$ cat config.mk
export PLATFORM = sky130hd
export DESIGN_NAME = fifo_wr_arbiter
export DESIGN_NICKNAME = d
export VERILOG_FILES = /design/src/rtl/fifo_arb_pkg.sv /design/src/rtl/rr_pick.sv /design/src/rtl/fifo_wr_arbiter.sv
export SDC_FILE = /design/constraint.sdc
export NUM_CORES = 1
export LEC_CHECK = 0
export ABC_AREA = 1
export ABC_CLOCK_PERIOD_IN_PS = 1400
export CAP_MARGIN = 10
export CORE_MARGIN = 1.5
export CORE_UTILIZATION = 31
export DETAILED_ROUTE_END_ITERATION = 8
export PLACE_DENSITY = 0.78
export SLEW_MARGIN = 25
export SYNTH_ARGS = -nofsm -noshare
export SYNTH_HDL_FRONTEND = slang
export SYNTH_SLANG_ARGS = --single-unit
export TNS_END_PERCENT = 100
$ cat constraint.sdc
create_clock -name clk -period 1.4 [get_ports clk]
set_clock_uncertainty 0.05 [all_clocks]
set_input_delay 0.35 -clock clk [delete_from_list [all_inputs] [get_ports clk]]
set_output_delay 0.35 -clock clk [all_outputs]
set_load 0.03 [all_outputs]
$ cat src/rtl/fifo_arb_pkg.sv
// Shared types and width helpers for the FIFO write-port arbiter.
package fifo_arb_pkg;

  typedef enum logic [0:0] {
    ARB_IDLE  = 1'b0,
    ARB_GRANT = 1'b1
  } arb_state_e;

  // Index/counter width that never collapses to zero bits.
  function automatic int unsigned clog2_min1(input int unsigned n);
    return (n <= 1) ? 1 : $clog2(n);
  endfunction

endpackage

$ cat src/rtl/rr_pick.sv
// Combinational round-robin selector: first set request strictly after 'last', wrapping.
module rr_pick
  import fifo_arb_pkg::*;
#(
  parameter int unsigned N = 4
) (
  input  logic [N-1:0]                req,
  input  logic [clog2_min1(N)-1:0]    last,
  output logic                        any,
  output logic [clog2_min1(N)-1:0]    idx
);

  localparam int unsigned IDW = clog2_min1(N);

  int unsigned cand;

  // Scan from farthest to nearest so the nearest hit after 'last' wins.
  always_comb begin
    any  = 1'b0;
    idx  = '0;
    cand = 0;
    for (int k = N; k >= 1; k--) begin
      cand = (32'(last) + 32'(k)) % N;
      if (req[IDW'(cand)]) begin
        any = 1'b1;
        idx = IDW'(cand);
      end
    end
  end

endmodule

$ cat src/rtl/fifo_wr_arbiter.sv
// Round-robin, burst-limited sharing of the async FIFO write port among NUM_REQ producers.
module fifo_wr_arbiter
  import fifo_arb_pkg::*;
#(
  parameter int unsigned NUM_REQ    = 4,
  parameter int unsigned DATA_WIDTH = 8,
  parameter int unsigned MAX_BURST  = 4
) (
  input  logic                            clk,
  input  logic                            rst_n,
  input  logic [NUM_REQ-1:0]              req_valid,
  input  logic [NUM_REQ*DATA_WIDTH-1:0]   req_data,
  output logic [NUM_REQ-1:0]              req_ready,
  input  logic                            fifo_w_full,
  output logic                            fifo_w_en,
  output logic [DATA_WIDTH-1:0]           fifo_w_data,
  output logic                            grant_active,
  output logic [clog2_min1(NUM_REQ)-1:0]  grant_id
);

  localparam int unsigned IDW = clog2_min1(NUM_REQ);
  localparam int unsigned BCW = clog2_min1(MAX_BURST);
  localparam logic [BCW-1:0] LAST_BEAT = BCW'(MAX_BURST - 1);

  arb_state_e     state, state_d;
  logic [IDW-1:0] grant_id_d;
  logic [IDW-1:0] last_grant, last_grant_d;
  logic [BCW-1:0] beat_cnt, beat_cnt_d;
  logic           pick_any;
  logic [IDW-1:0] pick_idx;
  logic           acc;

  rr_pick #(.N(NUM_REQ)) u_pick (
    .req  (req_valid),
    .last (last_grant),
    .any  (pick_any),
    .idx  (pick_idx)
  );

  // Write port is driven straight from the granted requester; rst_n gates acceptance.
  assign grant_active = (state == ARB_GRANT);
  assign acc          = grant_active & req_valid[grant_id] & ~fifo_w_full & rst_n;
  assign fifo_w_en    = acc;
  assign fifo_w_data  = req_data[32'(grant_id)*DATA_WIDTH +: DATA_WIDTH];

  always_comb begin
    req_ready = '0;
    for (int i = 0; i < int'(NUM_REQ); i++) begin
      req_ready[i] = grant_active & (grant_id == IDW'(i)) & ~fifo_w_full & rst_n;
    end
  end

  always_ff @(posedge clk) begin
    if (!rst_n) begin
      state      <= ARB_IDLE;
      grant_id   <= '0;
      last_grant <= IDW'(NUM_REQ - 1);
      beat_cnt   <= '0;
    end else begin
      state      <= state_d;
      grant_id   <= grant_id_d;
      last_grant <= last_grant_d;
      beat_cnt   <= beat_cnt_d;
    end
  end

  // Full holds the grant indefinitely; only burst end or a dropped valid releases it.
  always_comb begin
    state_d      = state;
    grant_id_d   = grant_id;
    last_grant_d = last_grant;
    beat_cnt_d   = beat_cnt;
    unique case (state)
      ARB_IDLE: begin
        if (pick_any) begin
          grant_id_d = pick_idx;
          beat_cnt_d = '0;
          state_d    = ARB_GRANT;
        end
      end
      ARB_GRANT: begin
        if (acc) begin
          if (beat_cnt == LAST_BEAT) begin
            last_grant_d = grant_id;
            state_d      = ARB_IDLE;
          end else begin
            beat_cnt_d = beat_cnt + BCW'(1);
          end
        end else if (!req_valid[grant_id]) begin
          last_grant_d = grant_id;
          state_d      = ARB_IDLE;
        end
      end
      default: state_d = ARB_IDLE;
    endcase
  end

endmodule

# == After elaboration in Yosys (flattened, before gate mapping) ==
# Cells that the tools add are included.
# op_classes
n_addsub,5
mul,0
div,0
n_lt_le_gt_ge,5
n_eq_ne,9
n_shift,1
muxes,30
n_bitwise,17
reduce_logical,4
# op_table
op,n
$shiftx 32x6->8,1
$mux 2,10
$and 1x1->1,15
$lt 2x3->1 const B,5
$mux 1,13
$bmux 1 s2,5
$ne 2x2->1 const B,4
$add 2x1->2 const B,3
$eq 2x2->1 const B,3
$reduce_and 3->1,2
$add 2x2->2 const B,2
$pmux 2 s2,1
$eq 2x1->1 const B,1
$logic_not 2->1,1
$ne 2x1->1 const B,1
$not 1->1,2
$pmux 1 s2,1
$reduce_and 2->1,1
# word_totals
ff_bits,7
latchBits,0
ramBits,0
romBits,0
word_cells,75
mem_count,0

# == Depth between registers and ports, before layout ==
# depth
depth_word,9
mapped_depth,12
depth_no_buf,11

# == Modules after synthesis ==
# Synthesis repeated with hierarchy kept, for this count alone.
# hier_totals
cells_unflattened,148
hier_area_um2,838.3
# by_module_without_submodules
module,n_inst,cells_each,area_per_inst_um2
fifo_wr_arbiter,1,97,591.8
rr_pick,1,51,246.5

# == Least setup slack after synthesis ==
# OpenSTA, ideal clock, no wires.
# synth_timing
path_kind,reg-to-output
from,register state (netlist: grant_active)
to,output req_ready[1]
t_arrival_ns,1.767
t_required_ns,1.000
slack_ns,-0.767
path_stages_with_launch,5
cell_sequence,dfxtp_1 inv_1 nor3_1 inv_1 nor3_1
# synth_via
elab_chain_cells,3
# synth_lines
element,line,text
start: declaration,fifo_wr_arbiter.sv:25,"arb_state_e state, state_d;"
start signal: assignment,fifo_wr_arbiter.sv:60,state <= state_d;
$and 1x1->1 (3 in a row),fifo_wr_arbiter.sv:49,req_ready[i] = grant_active & (grant_id == IDW'(i)) & ~fifo_w_full & rst_n;
end: declaration,fifo_wr_arbiter.sv:13,"output logic [NUM_REQ-1:0] req_ready,"
# No other way between the ends.

# == Worst setup path after layout ==
# layout_timing
from,register grant_id[0]
to,output fifo_w_data[7]
# layout_via
elab_chain_cells,1
# layout_lines
element,line,text
start: declaration,fifo_wr_arbiter.sv:18,output logic [clog2_min1(NUM_REQ)-1:0] grant_id
start signal: assignment,fifo_wr_arbiter.sv:61,grant_id <= grant_id_d;
$shiftx 32x6->8,fifo_wr_arbiter.sv:44,assign fifo_w_data = req_data[32'(grant_id)*DATA_WIDTH +: DATA_WIDTH];
end: declaration,fifo_wr_arbiter.sv:16,"output logic [DATA_WIDTH-1:0] fifo_w_data,"
# No other way between the ends.

==> out/results.tsv <==
metric	value	unit
run status	finished, violations left	
failing checks	negative setup slack	
DRC violations left	0	
DIE WIDTH	52.6	µm
Critical Path Source Type	flop	
Post-Syn Instances	138	
Max Clock Freq	570	MHz
RSZ-0062 raised after global routing	yes	
I/O pins	55	
initial antenna violation count	0	
WS Path Type	reg -> out	
final period utilization	125	%
Yosys top cell area share	24.6	%
GRT Residual Overflow	0	
cell area after synthesis	762	µm²
CTS root buf	sky130_fd_sc_hd__clkbuf_4	
CTS buffer count	3	
CTS H-tree depth	1	
Final Core Density	90.2	%
arrival time at the worst endpoint	1.35	ns
Yosys cell types	24	
relative area change from synthesis to final layout	169	%
endpoints failing setup	20	
I/O Buffers	54	
PnR worst setup slack	-0.354	ns
synthesized area per cell	5.52	µm²
via count	1402	
pwr dens	1570	nW/µm²
remaining antenna violation count after routing	0	
count of antenna diodes in the layout	0	
via count of the first global-routing pass	1337	
maximum clock path buffer count	2	
clock latency of the later-clocked register in the worst-skew pair	0.26	ns
leading area contributor after synthesis	sky130_fd_sc_hd__nand2_1	
Pleak	0.930	nW
Synth warnings	0	
worst setup timing slack at the placement stage	-0.552	ns
most common cell after layout, fill and taps aside	sky130_fd_sc_hd__clkdlybuf4s50_1	
most frequent cells in the layout	sky130_fd_sc_hd__clkdlybuf4s50_1 (32), sky130_fd_sc_hd__buf_4 (26), sky130_fd_sc_hd__nand2_1 (24), sky130_fd_sc_hd__buf_6 (24), sky130_fd_sc_hd__nand2_2 (22)	
Via density	5.46	
worst ir drop on vdd	1.33	mV
Routed wire per std cell	17.9	µm
peak fanout along the critical path	5	
Die Y	52.6	µm
clock tree from TritonCTS	done	
number of synthesized register bits	7	
sum of net half-perimeters after detailed placement	2.67	mm
Initial Util	33.5	%
required time of the critical path	1.00	ns
# Max-Cap Violations	0	
Clock Sink Count	7	
global-route wire length before repair	5.89	mm
sequential-to-total area share from yosys stat	18.4	%
largest net degree at the start of global routing	10	
number of nets in the synthesized netlist	178	
Detailed Routing Iterations Pass 1	4	
worst min-delay path category	reg -> reg	
top area cells in the synthesized netlist	sky130_fd_sc_hd__nand2_1 (25%), sky130_fd_sc_hd__dfxtp_1 (18%), sky130_fd_sc_hd__nand3_1 (14%), sky130_fd_sc_hd__a22oi_1 (7.9%), sky130_fd_sc_hd__inv_1 (7.4%)	
Die ar.	2760	µm²
initial drt markers	37	
standard cell core area	2280	µm²
fraction of final layout cells with drive strength greater than 1	60.7	%
capturing element type of the critical path	primary output	
smallest hold slack	0.432	ns
Worst-path clk slew	0.05	ns
clock period minus final worst setup slack	1.75	ns
number of rows created at floorplan	17	
routed wire length	4.60	mm
last weighted congestion value of the routability-driven placer	0.935	
slew at the pin with the worst max-slew slack	0.223	ns
hold violation count in the final report	0	
Post-Route Setup TNS	-4.42	ns
Slew Limit Headroom	85.1	%
number of nets in the layout	270	
combined global-route utilization of all metal layers	28.6	%
Max Slew Vio Count	0	
[kinds of logic (layout without fill, tap and decap cells)]
logic type               after synthesis  in the layout  synth area share (%)
adder cells (fa/ha/maj)                1              1                  1.64
AO/OA/AOI/OAI                         19             19                  16.3
buffers and inverters                 22            113                  12.3
AND/OR/NAND/NOR                       89             89                  51.4
flip-flops                             7              7                  18.4
[worst paths after layout]
kind                                        to  slack (ns)  depth (start not counted)        start
worst max-delay path            fifo_w_data[7]       -0.35                          6  grant_id[0]
worst min-delay path               beat_cnt[1]        0.43                          2  beat_cnt[1]
worst max register to register   last_grant[1]       -0.13                         11  grant_id[1]
worst min register to register     beat_cnt[1]        0.43                          2  beat_cnt[1]
[routing by layer]
metal	global-route usage [%]	vias to the layer above	share of wire, %
li1	-	644	-
met1	28.9	651	35
met2	57.5	88	54
met3	4.29	19	7.4
met4	9.83	0	4.0
met5	0	-	0
[area by class of cell]
class                      count  area [µm²]
fill                         101         224
multi-input combinational    109         860
tap                           28        35.0
timing repair buffer          90         887
sequential                     7         156
clock buffer                   4        26.3
inverter                      19        87.6
[cells in the mapped netlist, drive strengths merged]
master and instances:
nand3 23, a21oi 4, nand4 2, o211ai 2
or2 1, nand2 51, clkinv 1, a22oi 8
a31oi 2, ha 1, o21ai 2, nor2 9
nor3 3, inv 18, o22ai 1, clkbuf 2
dfxtp 7, buf 1
[power breakdown]
part / total [mW] / switching [mW] / internal (mW)
sequential: 0.356 / 0.0918 / 0.265
combinational: 2.67 / 1.46 / 1.21
clock: 0.196 / 0.0860 / 0.110
[worst max-delay path: stages, from the launching register on]
cell and delay [ns]:
sky130_fd_sc_hd__dfxtp_4 0.37, sky130_fd_sc_hd__inv_4 0.09, sky130_fd_sc_hd__nor2_4 0.05, sky130_fd_sc_hd__buf_12 0.13, sky130_fd_sc_hd__a22oi_2 0.22, sky130_fd_sc_hd__nand3_4 0.09, sky130_fd_sc_hd__buf_6 0.14
[registers in the layout (all words and copies together) (netlist names)]
register      cells
grant_active      1
beat_cnt          2
grant_id          2
last_grant        2
[through the flow]
stage	std cells	total power, mW	cell area (µm²)
3_5_place_dp	244	2.29	1670
4_1_cts	254	2.76	1870
2_1_floorplan	138	1.50	940
6_report	257	3.22	2050
3_3_place_gp	244	2.24	1670
5_1_grt	257	3.37	2050
[repair_timing]
action,CTS,global route
buffers inserted,6,3
endpoints found under the setup margin,20,22
gates resized for setup,47,45
hold buffers,0,0
pin swaps,15,24
endpoints found under the hold margin,0,0
cloned,0,1
No activity file was read; power rests on OpenSTA's default activity.
